`config.mk`:
```
export PLATFORM = sky130hd
export DESIGN_NAME = wb_flush_gen
export DESIGN_NICKNAME = d
export VERILOG_FILES = /design/src/rtl/wb_flush_gen_pkg.sv /design/src/rtl/wb_flush_gen_perf_cnt.sv /design/src/rtl/wb_flush_gen.sv
export SDC_FILE = /design/constraint.sdc
export NUM_CORES = 1
export LEC_CHECK = 0
export CELL_PAD_IN_SITES_DETAIL_PLACEMENT = 0
export CELL_PAD_IN_SITES_GLOBAL_PLACEMENT = 1
export CORE_MARGIN = 4
export CORE_UTILIZATION = 29
export CTS_CLUSTER_DIAMETER = 120
export DETAILED_ROUTE_END_ITERATION = 16
export DONT_BUFFER_PORTS = 1
export GPL_ROUTABILITY_DRIVEN = 0
export HOLD_SLACK_MARGIN = 0.06
export PLACE_DENSITY_LB_ADDON = 0.1
export SLEW_MARGIN = 20
export SYNTH_ARGS = -nofsm -noshare
export SYNTH_HDL_FRONTEND = slang
export SYNTH_HIERARCHICAL = 1
export SYNTH_SLANG_ARGS = --single-unit
```
`constraint.sdc`:
```
create_clock -name clk -period 3.3 [get_ports clk]
set_input_delay 0.99 -clock clk [delete_from_list [all_inputs] [get_ports clk]]
set_output_delay 0.99 -clock clk [all_outputs]
set_load 0.01 [all_outputs]
```
`src/rtl/wb_flush_gen_pkg.sv`:
```
// ============================================================================
// Module : wb_flush_gen_pkg
// Brief  : Shared definitions for the writeback flush protocol: cause codes,
//          flush FSM state encodings and the cause priority decoder, so the
//          hazard unit decodes causes exactly as the generator does.
// Rev    : 1.0 - initial release
// ============================================================================
`default_nettype none

package wb_flush_gen_pkg;

    // Flush cause codes (3-bit native width)
    localparam logic [2:0] CAUSE_NONE      = 3'd0;
    localparam logic [2:0] CAUSE_EXCP      = 3'd1;
    localparam logic [2:0] CAUSE_ERTN      = 3'd2;
    localparam logic [2:0] CAUSE_MISPRED   = 3'd3;
    localparam logic [2:0] CAUSE_REFETCH   = 3'd4;
    localparam logic [2:0] CAUSE_IBAR      = 3'd5;
    localparam logic [2:0] CAUSE_IDLE_WAKE = 3'd6;

    // Flush FSM state encodings
    localparam logic [1:0] ST_IDLE  = 2'd0;
    localparam logic [1:0] ST_FLUSH = 2'd1;
    localparam logic [1:0] ST_DRAIN = 2'd2;
    localparam logic [1:0] ST_HALT  = 2'd3;

    // Cause priority: excp > ertn > mispred > ibar > idle > refetch.
    // Lower-priority flags are dropped when a higher one is present.
    function automatic logic [2:0] pick_cause(
        input logic excp,
        input logic ertn,
        input logic mispred,
        input logic ibar,
        input logic idle,
        input logic refetch
    );
        if (excp)         return CAUSE_EXCP;
        else if (ertn)    return CAUSE_ERTN;
        else if (mispred) return CAUSE_MISPRED;
        else if (ibar)    return CAUSE_IBAR;
        else if (idle)    return CAUSE_IDLE_WAKE;
        else if (refetch) return CAUSE_REFETCH;
        else              return CAUSE_NONE;
    endfunction

endpackage

`default_nettype wire

```
`src/rtl/wb_flush_gen_perf_cnt.sv`:
```
// ============================================================================
// Module : wb_flush_gen_perf_cnt
// Brief  : Flush performance counters: total flushes and mispredict flushes.
//          Instantiated by wb_flush_gen only when WB_FLUSH_PERF_CNT_EN is set.
// Rev    : 1.0 - initial release
// ============================================================================
`default_nettype none

module wb_flush_gen_perf_cnt #(
    parameter int CNT_W = 32
) (
    input  logic             clk,
    input  logic             rst,
    input  logic             flush,
    input  logic             mispred,
    output logic [CNT_W-1:0] flush_cnt,
    output logic [CNT_W-1:0] mispred_cnt
);

    // Count on the single FLUSH cycle; counters wrap naturally
    always_ff @(posedge clk or posedge rst) begin
        if (rst) begin
            flush_cnt   <= '0;
            mispred_cnt <= '0;
        end else if (flush) begin
            flush_cnt <= flush_cnt + CNT_W'(1);
            if (mispred) begin
                mispred_cnt <= mispred_cnt + CNT_W'(1);
            end
        end
    end

endmodule

`default_nettype wire

```
`src/rtl/wb_flush_gen.sv`:
```
// ============================================================================
// Module : wb_flush_gen
// Brief  : Writeback-stage flush request generator. Decides when a retiring
//          instruction flushes the pipeline, produces redirect PC and cause,
//          and owns the ibar drain and idle wait-for-interrupt waits.
//          Optional macro WB_FLUSH_PERF_CNT_EN adds flush perf counters.
// Rev    : 1.0 - initial release
// ============================================================================
`default_nettype none

module wb_flush_gen
    import wb_flush_gen_pkg::*;
#(
    parameter int PC_W    = 32,
    parameter int CAUSE_W = 3,
    parameter int CNT_W   = 32
) (
    input  logic               clk,
    input  logic               rst,
    input  logic               wb_valid,
    output logic               wb_ready,
    input  logic [PC_W-1:0]    wb_pc,
    input  logic               wb_excp,
    input  logic               wb_ertn,
    input  logic               wb_br_mispred,
    input  logic [PC_W-1:0]    wb_br_target,
    input  logic               wb_refetch,
    input  logic               wb_ibar,
    input  logic               wb_idle,
    input  logic [PC_W-1:0]    csr_eentry,
    input  logic [PC_W-1:0]    csr_era,
    input  logic               intr_pending,
    input  logic               dcache_idle,
`ifdef WB_FLUSH_PERF_CNT_EN
    output logic [CNT_W-1:0]   perf_flush_cnt,
    output logic [CNT_W-1:0]   perf_mispred_cnt,
`endif
    output logic               flush_from_wb,
    output logic [PC_W-1:0]    redirect_pc,
    output logic [CAUSE_W-1:0] flush_cause
);

    logic [1:0]      state;
    logic [1:0]      next_state;
    logic            accept;
    logic [2:0]      sel_cause;
    logic [PC_W-1:0] sel_target;
    logic [PC_W-1:0] pc_plus4;
    logic [2:0]      pend_cause;
    logic [PC_W-1:0] pend_target;
    logic            enter_flush;
    logic [2:0]      flush_cause_src;
    logic [PC_W-1:0] flush_target_src;

    assign wb_ready = (state == ST_IDLE);
    assign accept   = wb_valid & wb_ready;
    // Sequential-next PC wraps modulo 2^PC_W
    assign pc_plus4 = wb_pc + PC_W'(4);

    assign sel_cause = pick_cause(wb_excp, wb_ertn, wb_br_mispred,
                                  wb_ibar, wb_idle, wb_refetch);

    // Restart target for the winning cause
    always_comb begin
        sel_target = pc_plus4;
        case (sel_cause)
            CAUSE_EXCP:    sel_target = csr_eentry;
            CAUSE_ERTN:    sel_target = csr_era;
            CAUSE_MISPRED: sel_target = wb_br_target;
            default:       sel_target = pc_plus4;
        endcase
    end

    // Next-state logic for the flush FSM
    always_comb begin
        next_state = state;
        case (state)
            ST_IDLE: begin
                if (accept) begin
                    case (sel_cause)
                        CAUSE_NONE:      next_state = ST_IDLE;
                        CAUSE_IBAR:      next_state = ST_DRAIN;
                        CAUSE_IDLE_WAKE: next_state = ST_HALT;
                        default:         next_state = ST_FLUSH;
                    endcase
                end
            end
            ST_DRAIN: if (dcache_idle)  next_state = ST_FLUSH;
            ST_HALT:  if (intr_pending) next_state = ST_FLUSH;
            ST_FLUSH: next_state = ST_IDLE;
            default:  next_state = ST_IDLE;
        endcase
    end

    assign enter_flush = (next_state == ST_FLUSH);

    // Direct flushes take the live decode; waited flushes use the latched one
    assign flush_cause_src  = (state == ST_IDLE) ? sel_cause  : pend_cause;
    assign flush_target_src = (state == ST_IDLE) ? sel_target : pend_target;

    // FSM state register; async reset abandons any drain/halt wait
    always_ff @(posedge clk or posedge rst) begin
        if (rst) begin
            state <= ST_IDLE;
        end else begin
            state <= next_state;
        end
    end

    // Latch cause/target of an accepted flagged instruction for waited flushes
    always_ff @(posedge clk or posedge rst) begin
        if (rst) begin
            pend_cause  <= CAUSE_NONE;
            pend_target <= '0;
        end else if (accept && (sel_cause != CAUSE_NONE)) begin
            pend_cause  <= sel_cause;
            pend_target <= sel_target;
        end
    end

    // Registered flush outputs: pulse and cause only in FLUSH, PC holds
    always_ff @(posedge clk or posedge rst) begin
        if (rst) begin
            flush_from_wb <= 1'b0;
            flush_cause   <= '0;
            redirect_pc   <= '0;
        end else begin
            flush_from_wb <= enter_flush;
            flush_cause   <= enter_flush ? CAUSE_W'(flush_cause_src) : '0;
            if (enter_flush) begin
                redirect_pc <= flush_target_src;
            end
        end
    end

`ifdef WB_FLUSH_PERF_CNT_EN
    wb_flush_gen_perf_cnt #(
        .CNT_W (CNT_W)
    ) u_perf_cnt (
        .clk         (clk),
        .rst         (rst),
        .flush       (flush_from_wb),
        .mispred     (flush_cause == CAUSE_W'(CAUSE_MISPRED)),
        .flush_cnt   (perf_flush_cnt),
        .mispred_cnt (perf_mispred_cnt)
    );
`endif

endmodule

`default_nettype wire

```
# ---- Yosys cells after proc, flatten, opt, wreduce, memory -nomap -nowiden
# Index checks and enable logic that the tools add are counted.
# Widths: inputs -> output; s select.
dict set report classes {
  n_eq_ne 9
  addsub 1
  bitwise_logic 1
  n_reduce_logical 4
  muxes 15
}
# cell n
set op_table {}
lappend op_table {{$pmux 32 s3} 1}
lappend op_table {{$add 32x3->32 const B} 1}
lappend op_table {{$mux 32} 1}
lappend op_table {{$mux 3} 8}
lappend op_table {{$pmux 2 s4} 1}
lappend op_table {{$eq 3x2->1 const B} 2}
lappend op_table {{$eq 3x3->1 const B} 2}
lappend op_table {{$mux 2} 3}
lappend op_table {{$pmux 2 s3} 1}
lappend op_table {{$eq 2x1->1 const B} 2}
lappend op_table {{$eq 2x2->1 const B} 2}
lappend op_table {{$eq 3x1->1 const B} 1}
lappend op_table {{$logic_not 3->1} 1}
lappend op_table {{$reduce_bool 3->1} 1}
lappend op_table {{$logic_not 2->1} 1}
lappend op_table {{$and 1x1->1} 1}
lappend op_table {{$logic_and 1x1->1} 1}
dict set report word_totals {
  ff_bits 73
  in_bits 139
}

# ---- Depth between registers and ports, before layout
# Gate-level depths: netlist of the first run.
dict set report logic_depth {
  depth_word 12
  ltp_mapped 9
}

# ---- Least setup slack after synthesis of the first run
# Ideal clock, no wire load.
dict set report synth_path {
  path_type {input port to flip-flop}
  startpoint {input wb_pc[17]}
  endpoint {register redirect_pc[26]}
  setup_time_ps 151
  n_path_buf 2
  path_slack_ps 653
  t_arrival_ps 2496
  path_stages 7
  t_required_ps 3149
  path_cell_list {and4_1 > buf_4 > or4b_4 > buf_6 > nor4_4 > mux2i_1 > a41oi_2}
}
dict set report synth_via {
  elab_chain_cells 3
}
# item line
set synth_rtl {}
lappend synth_rtl {{start: declaration} wb_flush_gen.sv:22} ;# input logic [PC_W-1:0] wb_pc,
lappend synth_rtl {{$add 32x3->32} wb_flush_gen.sv:58} ;# assign pc_plus4 = wb_pc + PC_W'(4);
lappend synth_rtl {{$pmux 32 s3} wb_flush_gen.sv:66} ;# case (sel_cause)
lappend synth_rtl {{$mux 32} wb_flush_gen.sv:99} ;# assign flush_target_src = (state == ST_IDLE) ? sel_target : pend_target;
lappend synth_rtl {{end signal: assignment} wb_flush_gen.sv:131} ;# redirect_pc <= flush_target_src;
lappend synth_rtl {{end: declaration} wb_flush_gen.sv:39} ;# output logic [PC_W-1:0] redirect_pc,
# No other way between the ends.
# A chain may end at the register's enable or synchronous reset.

# ---- Final worst setup path of the first run
dict set report layout_path {
  startpoint {input wb_pc[2]}
  endpoint {register pend_target[30]}
}
dict set report layout_via {
  elab_chain_cells 2
}
# item line
set layout_rtl {}
lappend layout_rtl {{$add 32x3->32} wb_flush_gen.sv:58}
lappend layout_rtl {{$pmux 32 s3} wb_flush_gen.sv:66}
lappend layout_rtl {{end signal: assignment} wb_flush_gen.sv:117} ;# pend_target <= sel_target;
lappend layout_rtl {{end: declaration} wb_flush_gen.sv:50} ;# logic [PC_W-1:0] pend_target;
# No other way between the ends.

==> results.py, run 1 <==
metrics = {
    "clock_tree": {
        "htree_levels": 3,
        "cts_tree": "done",
        "cts_resized": 0,
        "post_cts_buffers": 0,
        "cts_root_buf": "clkbuf_16",
        "hold_buffers": 0,
        "numCtsBuffers": 9,
        "clk_latency_ns": 0.34,
        "cts_max_path_buffers": 2,
        "cts_sinks": 73,
        "cts.clk_slew.worst_paths_ns": 0.06,
    },
    "timing": {
        "fin_crit_ns": 2.451,
        "final.setup_skew_ns": 0.002993,
        "maxSlewViolCount": 0,
        "finalSetupTns_ns": 0,
        "hold_viol": 0,
        "max_freq_ghz": 0.4079,
        "tightest_slew_ns": 0.6887,
        "whs_ns": 0.4724,
        "setup_viol": 0,
        "max_slew_margin_pct": 53.99,
        "rsz0062_at_grt": "no",
        "fin_crit_sh_pct": 74.29,
    },
    "floorplan": {
        "die-height_um": 133.6,
        "chipWidth_um": 133.6,
        "fp-row-count": 45,
        "dieArea_mm2": 0.01786,
        "ios": 176,
        "core_area_mm2": 0.01531,
        "start_util_pct": 29.89,
    },
    "worst_hold_path": {
        "hold_path.class": "register to register",
    },
    "worst_setup_path": {
        "critPathRequiredTime_ns": 3.52,
        "critical_path.max_fanout": 6,
        "critical_path.startpoint_type": "primary input",
        "worstSetupEndpointType": "register",
        "path_class": "primary input to register",
        "crit_arrival_ns": 2.67,
    },
    "global_routing": {
        "first_global_vias": 4260,
        "grt_pass1_wl_um": 26300,
        "overflow": 0,
        "track_usage_pct": 19.14,
        "antenna_found_initial": 0,
        "grt_max_degree": 47,
    },
    "final_layout": {
        "multi_input_area_mm2": 0.002565,
        "regArea_mm2": 0.001827,
        "antennaDiodeCount": 0,
        "syn_to_final_growth_pct": 12.71,
        "final_cells": 735,
        "final_common_cell": "dfrtp_1",
        "final_cell_mix": "73 x dfrtp_1, 64 x nand2_1, 39 x o21ai_0",
        "final_nets": 659,
        "fin_util_pct": 33.68,
        "drive_above_1_share_pct": 9.160,
        "fill_cells": 1638,
    },
    "synthesis": {
        "post_synth.cell_area_avg_um2": 8.603,
        "synth_top_family_by_area": "compound AO/OA/AOI/OAI gates",
        "synthesis.nets": 672,
        "synth-simple-area-share_pct": 20.75,
        "synth-xor-area-share_pct": 2.105,
        "yosysSeqAreaShare_pct": 39.91,
        "synth-seq-cells": 73,
        "syn_area_mm2": 0.004577,
        "synthMuxAreaShare_pct": 3.062,
        "async_reset_ff_share_pct": 100.0,
        "yosys_warnings": 6,
        "synthAdderAreaFrac_pct": 0.2734,
        "synth_edf_count": 0,
        "synthCells": 532,
        "ys_types": 56,
        "synth_flop_cell": "dfrtp_1",
        "synth_compound_area_share_pct": 29.50,
    },
    "route": {
        "wl_per_cell_um": 23.07,
        "drt_iter0_drc": 214,
        "route.detailed.drc": 0,
        "routed_wirelength_um": 16950,
        "routed_via_density": 5.781,
        "dr.pass1.iters": 5,
        "num_vias": 4249,
        "postRouteAntennaNets": 0,
    },
    "power": {
        "power_density_mw_per_mm2": 604.8,
        "total_power_uw": 3120,
        "vdd_ir_drop_max_mv": 0.2299,
        "p_leak_uw": 0.001987,
    },
    "flow_run": {
        "cap_violations": 0,
    },
    "placement": {
        "port_buffers": 0,
        "place_inst": 719,
        "hpwl_um": 12740,
    },
    "status": {
        "status": "completed",
    },
}
==> report_power, final <==
| part | switching, uW | internal, uW |
|---|---|---|
| clock | 393 | 624 |
| sequential | 269 | 1160 |
| combinational | 391 | 281 |
==> cell usage after synthesis (2+ instances only) <==
cell type	number	share of area, %
a211oi_1	7	1.1
nand2b_1	11	1.5
o22ai_1	11	1.5
o2bb2ai_1	4	0.77
nor3b_1	2	0.33
xnor2_1	5	0.96
nand3_1	23	2.5
a221oi_1	11	2.1
a31oi_1	11	1.5
and3_1	3	0.41
nand2_1	64	5.2
clkbuf_1	32	2.6
a22oi_1	5	0.82
o211ai_1	14	2.3
a221o_1	6	1.3
mux2i_1	14	3.1
o31a_1	5	0.96
and2_1	5	0.68
buf_1	2	0.16
and4_1	4	0.77
a21o_1	12	2.0
or2_2	3	0.41
nor2_1	36	3.0
clkinv_1	2	0.16
nand4_1	9	1.2
o31ai_2	2	0.55
o21ai_0	39	4.3
o221ai_1	13	2.5
inv_1	6	0.49
o21a_1	4	0.66
a41oi_1	6	1.1
dfrtp_1	73	40
a21oi_1	26	2.8
o31ai_1	2	0.33
xor2_1	6	1.1
o21ai_1	8	0.87
or4_1	2	0.33
buf_2	5	0.55
or3_1	3	0.41
nor4_1	9	1.2
a22o_1	4	0.77
nor3_1	9	0.98
==> worst paths after layout <==
check                                       end  slack [ns]             from  cells past startpoint
max in group asynchronous        pend_target[6]        2.06              rst                      2
worst min-delay path            pend_target[18]        0.47  pend_target[18]                      2
worst max-delay path            pend_target[30]        0.85         wb_pc[2]                      6
min in group asynchronous        flush_cause[1]        0.59              rst                      1
worst max register to register  pend_target[28]        1.26         state[0]                      7
worst min register to register  pend_target[18]        0.47  pend_target[18]                      2
==> metrics by stage <==
step	setup slack, ns	cell area (um^2)
after floorplan	0.4567	4577
after global placement	0.5010	4852
after detailed placement	0.4779	4852
after CTS	0.8401	5159
after global routing	0.7060	5159
final	0.8486	5159
==> final cells by class <==
cell class	instances	area share, %
Multi-Input combinational cell	410	49.72
Clock inverter	5	1.043
Timing Repair Buffer	17	3.202
Tap cell	211	5.118
Clock buffer	11	4.899
Inverter	8	0.6064
Sequential cell	73	35.41
==> cells by family after synthesis <==
| family | Yosys count |
|---|---|
| compound gates | 195 |
| simple gates | 189 |
| flops | 73 |
| buf+inv | 49 |
| mux | 14 |
| xor+xnor | 11 |
| fa+ha+maj | 1 |
==> flip-flops by register name (all words and copies together), names as in the netlist <==
register,flops
flush_from_wb,1
flush_cause,3
pend_cause,3
redirect_pc,32
pend_target,32
state,2
==> critical path, cell delays in order <==
cell and delay, ns:
ha_1 0.17, nand3_2 0.12, or4_1 0.66, nor3_1 0.35, mux2i_1 0.28, a21oi_1 0.09
==> metal layers <==
metal	global-route usage [%]	vias up	share of wire, %
li1	-	2001	-
met1	26.13	2081	45
met2	30.22	154	47
met3	4.683	13	6.9
met4	5.486	0	1.4
met5	0	-	0
No activity file was read; power rests on OpenSTA's default activity.
==> run 2, diff against run 1 <==
--- a/config.mk
+++ b/config.mk
@@ -5,6 +5,7 @@
 export SDC_FILE = /design/constraint.sdc
 export NUM_CORES = 1
 export LEC_CHECK = 0
+export ABC_AREA = 1
 export CELL_PAD_IN_SITES_DETAIL_PLACEMENT = 0
 export CELL_PAD_IN_SITES_GLOBAL_PLACEMENT = 1
 export CORE_MARGIN = 4
==> constraint.sdc (replaced) <==
create_clock -name clk -period 2.42 [get_ports clk]
set_input_delay 0.726 -clock clk [delete_from_list [all_inputs] [get_ports clk]]
set_output_delay 0.726 -clock clk [all_outputs]
set_load 0.01 [all_outputs]
==> run 2 against run 1 <==
Against the previous run: combinational power rose by 53%; critical path depth rose by 5; first-iteration DRC count rose by 52%; global-route usage fell by 0.67 points; flip-flop and latch count did not move; setup slack got worse by 0.59 ns; sequential power rose by 35%; die area rose by 15%; cell area rose by 15%; highest routed layer unchanged.
==> results.py, run 2 <==
metrics = {
    "route": {
        "postRouteAntennaNets": 0,
        "dr.pass1.iters": 5,
        "routed_via_density": 4.771,
        "drt_iter0_drc": 326,
        "route.detailed.drc": 0,
        "routed_wirelength_um": 18860,
        "num_vias": 5281,
        "wl_per_cell_um": 17.04,
    },
    "worst_hold_path": {
        "hold_path.class": "primary input to asynchronous set/reset pin",
    },
    "worst_setup_path": {
        "crit_arrival_ns": 2.44,
        "cp_num_buf_inv": 1,
        "critPathMaxStageDelay_ns": 0.75,
        "cp_common_cell": "nand2_1",
        "crit_chain": "inv_1 -> nand2_1 -> nand2_4 -> nand3_1 -> nor2_2 -> nand2_1 -> nand3_1 -> nand2_1 -> nand2_1 -> nand2_1 -> nand2_1",
        "rrSetupSlack_ns": 0.66,
        "critPathSlowestCell": "nor2_2",
        "cp_top_family": "simple AND/OR/NAND/NOR gates",
        "critical_path.startpoint_type": "primary input",
        "critPathRequiredTime_ns": 2.70,
        "r2r_cells": 10,
        "crit-reg2reg-capture": "redirect_pc[19]",
        "timing.rr.start": "state[0]",
        "path_class": "primary input to register",
        "critical_path.max_fanout": 21,
        "worstSetupEndpointType": "register",
    },
    "clock_tree": {
        "cts_sinks": 73,
        "cts_resized": 0,
        "htree_levels": 3,
        "hold_buffers": 0,
        "clk_latency_ns": 0.34,
        "numCtsBuffers": 9,
        "cts_root_buf": "clkbuf_16",
        "cts_tree": "done",
        "post_cts_buffers": 0,
        "cts_max_path_buffers": 2,
        "cts.clk_slew.worst_paths_ns": 0.06,
    },
    "synthesis": {
        "synthesis.nets": 1015,
        "synthCells": 875,
        "post_synth.cell_area_avg_um2": 6.056,
        "synthAdderAreaFrac_pct": 0.2361,
        "yosysSeqAreaShare_pct": 34.47,
        "synth-simple-area-share_pct": 50.39,
        "synth_commonest_cells": "384 x nand2_1, 146 x nor2_1, 75 x nand3_1",
        "synthMuxAreaShare_pct": 1.488,
        "synth_top_family_by_area": "simple AND/OR/NAND/NOR gates",
        "async_reset_ff_share_pct": 100.0,
        "synth_top_area_share_pct": 34.47,
        "synth_compound_area_share_pct": 4.203,
        "post-synth-top-count-cell": "nand2_1",
        "synth_flop_cell": "dfrtp_1",
        "synth-seq-cells": 73,
        "yosysTopAreaCell": "dfrtp_1",
        "ys_types": 30,
        "synth.area.top_cells": "dfrtp_1 34%, nand2_1 27%, nor2_1 10%",
        "synth-xor-area-share_pct": 0.4959,
        "syn_area_mm2": 0.005299,
        "synth_edf_count": 0,
        "yosys_warnings": 6,
    },
    "timing": {
        "hold_viol": 0,
        "maxSlewViolCount": 0,
        "finalWorstSetupSlack_ns": 0.2605,
        "max_slew_margin_pct": 34.99,
        "final.setup_skew_ns": 0.008199,
        "rsz0062_at_grt": "no",
        "max_freq_ghz": 0.4631,
        "fin_crit_sh_pct": 89.23,
        "fin_crit_ns": 2.159,
        "finalSetupTns_ns": 0,
        "setup_viol": 0,
        "tightest_slew_ns": 0.9741,
    },
    "global_routing": {
        "overflow": 0,
        "first_global_vias": 5230,
        "grt_pass1_wl_um": 28970,
        "antenna_found_initial": 1,
        "grt_max_degree": 48,
        "track_usage_pct": 18.47,
    },
    "final_layout": {
        "final_common_cell": "nand2_1",
        "top_regs": "pend_target: 32 flops, redirect_pc: 32 flops",
        "final_cells": 1107,
        "drive_above_1_share_pct": 9.920,
        "finish.instance_area_mm2": 0.005936,
        "syn_to_final_growth_pct": 12.02,
        "final_cell_mix": "384 x nand2_1, 145 x nor2_1, 75 x nand3_1",
        "final_nets": 1012,
    },
    "floorplan": {
        "core_area_mm2": 0.01796,
        "dieArea_mm2": 0.02050,
        "die-height_um": 143.2,
        "start_util_pct": 29.50,
        "fp-row-count": 49,
        "ios": 176,
        "chipWidth_um": 143.2,
    },
    "placement": {
        "place_inst": 1090,
        "place_area_mm2": 0.005580,
        "place_ws_ns": -0.1296,
        "hpwl_um": 15050,
        "port_buffers": 0,
    },
    "flow_run": {
        "cap_violations": 0,
    },
    "power": {
        "power_density_mw_per_mm2": 768.2,
        "vdd_ir_drop_max_mv": 0.3938,
        "p_leak_uw": 0.003118,
    },
    "status": {
        "status": "completed",
    },
}
## run 2: changes by cell type in the layout (fill, tap and decap cells not counted), sizes merged, moves of 14 or more
cell    before  now
inv          5   72
o211ai      14    0
a21oi       26    8
nand2       64  391
mux2i       14    0
nand3       24   77
nor2        36  174
o21ai       47   22
## run 2: kinds of logic (layout without fill, tap and decap cells)
family	count (synthesis)	after routing
AND/OR/NAND/NOR	647	647
buffers and inverters	104	106
multiplexers	7	7
flip-flops	73	73
other	0	1
XOR/XNOR	3	3
adder cells (fa/ha/maj)	1	1
AO/OA/AOI/OAI	40	40
## run 2: layout make-up
cell class              instances  area [um^2]
repair buffers                 18        172.7
inverters                      72        276.5
clock buffers                  10        239.0
multi-input cells             698         3018
clock inverters                 6        113.9
diodes                          1        2.502
well taps                     229        286.5
fillers                      2025        12030
flip-flops and latches         73         1827
## run 2: power by group
group	total, uW	internal (uW)	switching (uW)
Sequential	1930	1570	356
Combinational	1030	376	650
Clock	1600	1040	565
Total	4560	2990	1570
## run 2: worst max path at each step
stage | startpoint | to | slack [ns] | depth (start not counted)
after floorplan | state[0] | wb_ready | 0.45 | 3
after global placement | wb_ibar | redirect_pc[20] | -0.1 | 11
after detailed placement | wb_ibar | redirect_pc[20] | -0.13 | 11
after CTS | wb_ibar | redirect_pc[20] | 0.22 | 11
after global routing | wb_ibar | redirect_pc[20] | 0.07 | 11
final | wb_ibar | redirect_pc[20] | 0.26 | 11
## run 2: routing by layer
| layer | vias up | track usage, % | wire length (um) |
|---|---|---|---|
| li1 | 2681 | - | - |
| met1 | 2438 | 25.68 | 8677 |
| met2 | 137 | 28.04 | 8397 |
| met3 | 25 | 4.588 | 1278 |
| met4 | 0 | 6.203 | 507 |
| met5 | - | 0 | 0 |
## run 2: per-stage QoR
step | util (%) | power, uW | hold WS [ns]
2_1_floorplan | - | 2680 | 0.4494
3_3_place_gp | 31.06 | 2977 | 0.4619
3_5_place_dp | 31.06 | 2996 | 0.4662
4_1_cts | 33.03 | 4630 | 0.2097
5_1_grt | 33.04 | 4898 | 0.2159
6_report | 33.04 | 4560 | 0.2136
==> run 3, diff against run 2 <==
--- a/config.mk
+++ b/config.mk
@@ -16,6 +16,7 @@
 export GPL_ROUTABILITY_DRIVEN = 0
 export HOLD_SLACK_MARGIN = 0.06
 export PLACE_DENSITY_LB_ADDON = 0.1
+export REMOVE_ABC_BUFFERS = 1
 export SLEW_MARGIN = 20
 export SYNTH_ARGS = -nofsm -noshare
 export SYNTH_HDL_FRONTEND = slang
==> run 3 against run 2 <==
Against the previous run: core utilization decreased by 0.17 points; critical path depth increased by 1; register-to-register slack got worse by 0.18 ns; setup slack improved by 0.17 ns; non-clock buffer count unchanged; largest cell class unchanged.
==> results.py, run 3 (synthesis gave the netlist of run 2 again) <==
metrics = {
    "clock_tree": {
        "cts_root_buf": "clkbuf_16",
        "hold_buffers": 0,
        "cts.clk_slew.worst_paths_ns": 0.06,
        "post_cts_buffers": 0,
        "cts_sinks": 73,
        "cts_resized": 0,
        "cts_max_path_buffers": 2,
        "numCtsBuffers": 9,
        "cts_tree": "done",
        "clk_latency_ns": 0.34,
        "htree_levels": 3,
    },
    "final_layout": {
        "syn_to_final_growth_pct": 11.43,
        "drive_above_1_share_pct": 9.817,
        "final_cell_mix": "384 x nand2_1, 145 x nor2_1, 75 x nand3_1",
        "antennaDiodeCount": 0,
        "final_nets": 1012,
        "final_common_cell": "nand2_1",
        "top_regs": "pend_target: 32 flops, redirect_pc: 32 flops",
    },
    "floorplan": {
        "start_util_pct": 29.50,
        "fp-row-count": 49,
        "dieArea_mm2": 0.02050,
        "chipWidth_um": 143.2,
        "die-height_um": 143.2,
        "core_area_mm2": 0.01796,
        "ios": 176,
    },
    "timing": {
        "setup_viol": 0,
        "hold_viol": 0,
        "finalSetupTns_ns": 0,
        "fin_crit_ns": 1.994,
        "rsz0062_at_grt": "no",
        "max_slew_margin_pct": 51.16,
        "maxSlewViolCount": 0,
        "tightest_slew_ns": 0.7308,
        "final.setup_skew_ns": 0.006694,
        "max_freq_ghz": 0.5015,
        "whs_ns": 0.3132,
        "fin_crit_sh_pct": 82.39,
    },
    "route": {
        "top_layer": "met4",
        "routed_via_density": 4.727,
        "num_vias": 5223,
        "wl_per_cell_um": 16.97,
        "routed_wirelength_um": 18750,
        "postRouteAntennaNets": 0,
        "route.met3.wl_um": 1730,
        "route.detailed.drc": 0,
        "dr.pass1.iters": 4,
        "route.met2.wl_um": 8460,
        "wl_met1_um": 8155,
        "drt_iter0_drc": 244,
    },
    "status": {
        "status": "completed",
    },
    "power": {
        "vdd_ir_drop_max_mv": 0.4229,
        "power_density_mw_per_mm2": 744.2,
        "total_power_uw": 4394,
        "p_leak_uw": 0.003119,
    },
    "worst_hold_path": {
        "hold_path.class": "primary input to asynchronous set/reset pin",
    },
    "worst_setup_path": {
        "worstSetupEndpointType": "register",
        "crit_chain": "ha_1 -> nand2_1 -> nor2_1 -> nand2_1 -> nor2_1 -> nand2_1 -> nand2_1 -> nand3_1 -> nand2_1 -> nand2_1 -> nand2_1 -> nand2_1",
        "critPathMaxStageDelay_ns": 0.32,
        "cp_common_cell": "nand2_1",
        "critical_path.startpoint_type": "primary input",
        "critPathRequiredTime_ns": 2.65,
        "cp_top_family": "simple AND/OR/NAND/NOR gates",
        "critical_path.max_fanout": 6,
        "crit_arrival_ns": 2.22,
        "cp_num_buf_inv": 0,
        "critPathSlowestCell": "nor2_1",
        "path_class": "primary input to register",
    },
    "placement": {
        "hpwl_um": 14100,
        "port_buffers": 0,
    },
    "global_routing": {
        "grt_pass1_wl_um": 29460,
        "track_usage_pct": 18.79,
        "overflow": 0,
        "first_global_vias": 5269,
        "grt_max_degree": 45,
        "antenna_found_initial": 0,
    },
    "flow_run": {
        "cap_violations": 0,
    },
}
run 3: worst register-to-register path: cells and delay by family (launching register included):
kind            cells  cell delay (ns)
flops               1             0.43
compound gates      1             0.09
simple gates        7             0.75
buf+inv             2             0.57
run 3: final timing paths:
path / from / end / slack (ns) / cells past startpoint
min: rst / redirect_pc[31] / 0.31 / 1
max in group asynchronous: rst / pend_target[8] / 1.44 / 2
min in group clk: pend_target[26] / pend_target[26] / 0.48 / 2
min reg2reg: pend_target[26] / pend_target[26] / 0.48 / 2
max: wb_pc[2] / redirect_pc[22] / 0.43 / 12
max reg2reg: state[0] / redirect_pc[26] / 0.48 / 10
run 3: metal layers:
| layer | global-route usage (%) | vias up |
|---|---|---|
| met3 | 5.760 | 21 |
| met5 | 0 | - |
| met4 | 6.853 | 0 |
| met1 | 24.33 | 2359 |
| li1 | - | 2683 |
| met2 | 29.60 | 160 |
run 3: power by group:
part           leakage, uW  switching, uW  internal (uW)
Clock             0.000155            562            894
Sequential        0.000906            330           1570
Combinational      0.00206            654            380
run 3: cell type report:
class | instances | area, um^2
fillers | 2007 | 12060
multi-input cells | 698 | 3023
flip-flops and latches | 73 | 1827
well taps | 229 | 286.5
inverters | 72 | 274.0
clock buffers | 9 | 225.2
repair buffers | 18 | 185.2
clock inverters | 6 | 83.83
run 3: stage by stage:
stage / setup slack [ns] / util, % / instances / cell area (um^2)
2_1_floorplan: -0.9420 / - / 843 / 5110
3_3_place_gp: -0.1318 / 31.12 / 1090 / 5590
3_5_place_dp: 0.04746 / 31.15 / 1090 / 5595
4_1_cts: 0.4030 / 32.87 / 1105 / 5904
5_1_grt: 0.1769 / 32.87 / 1105 / 5904
6_report: 0.4261 / 32.87 / 1105 / 5904
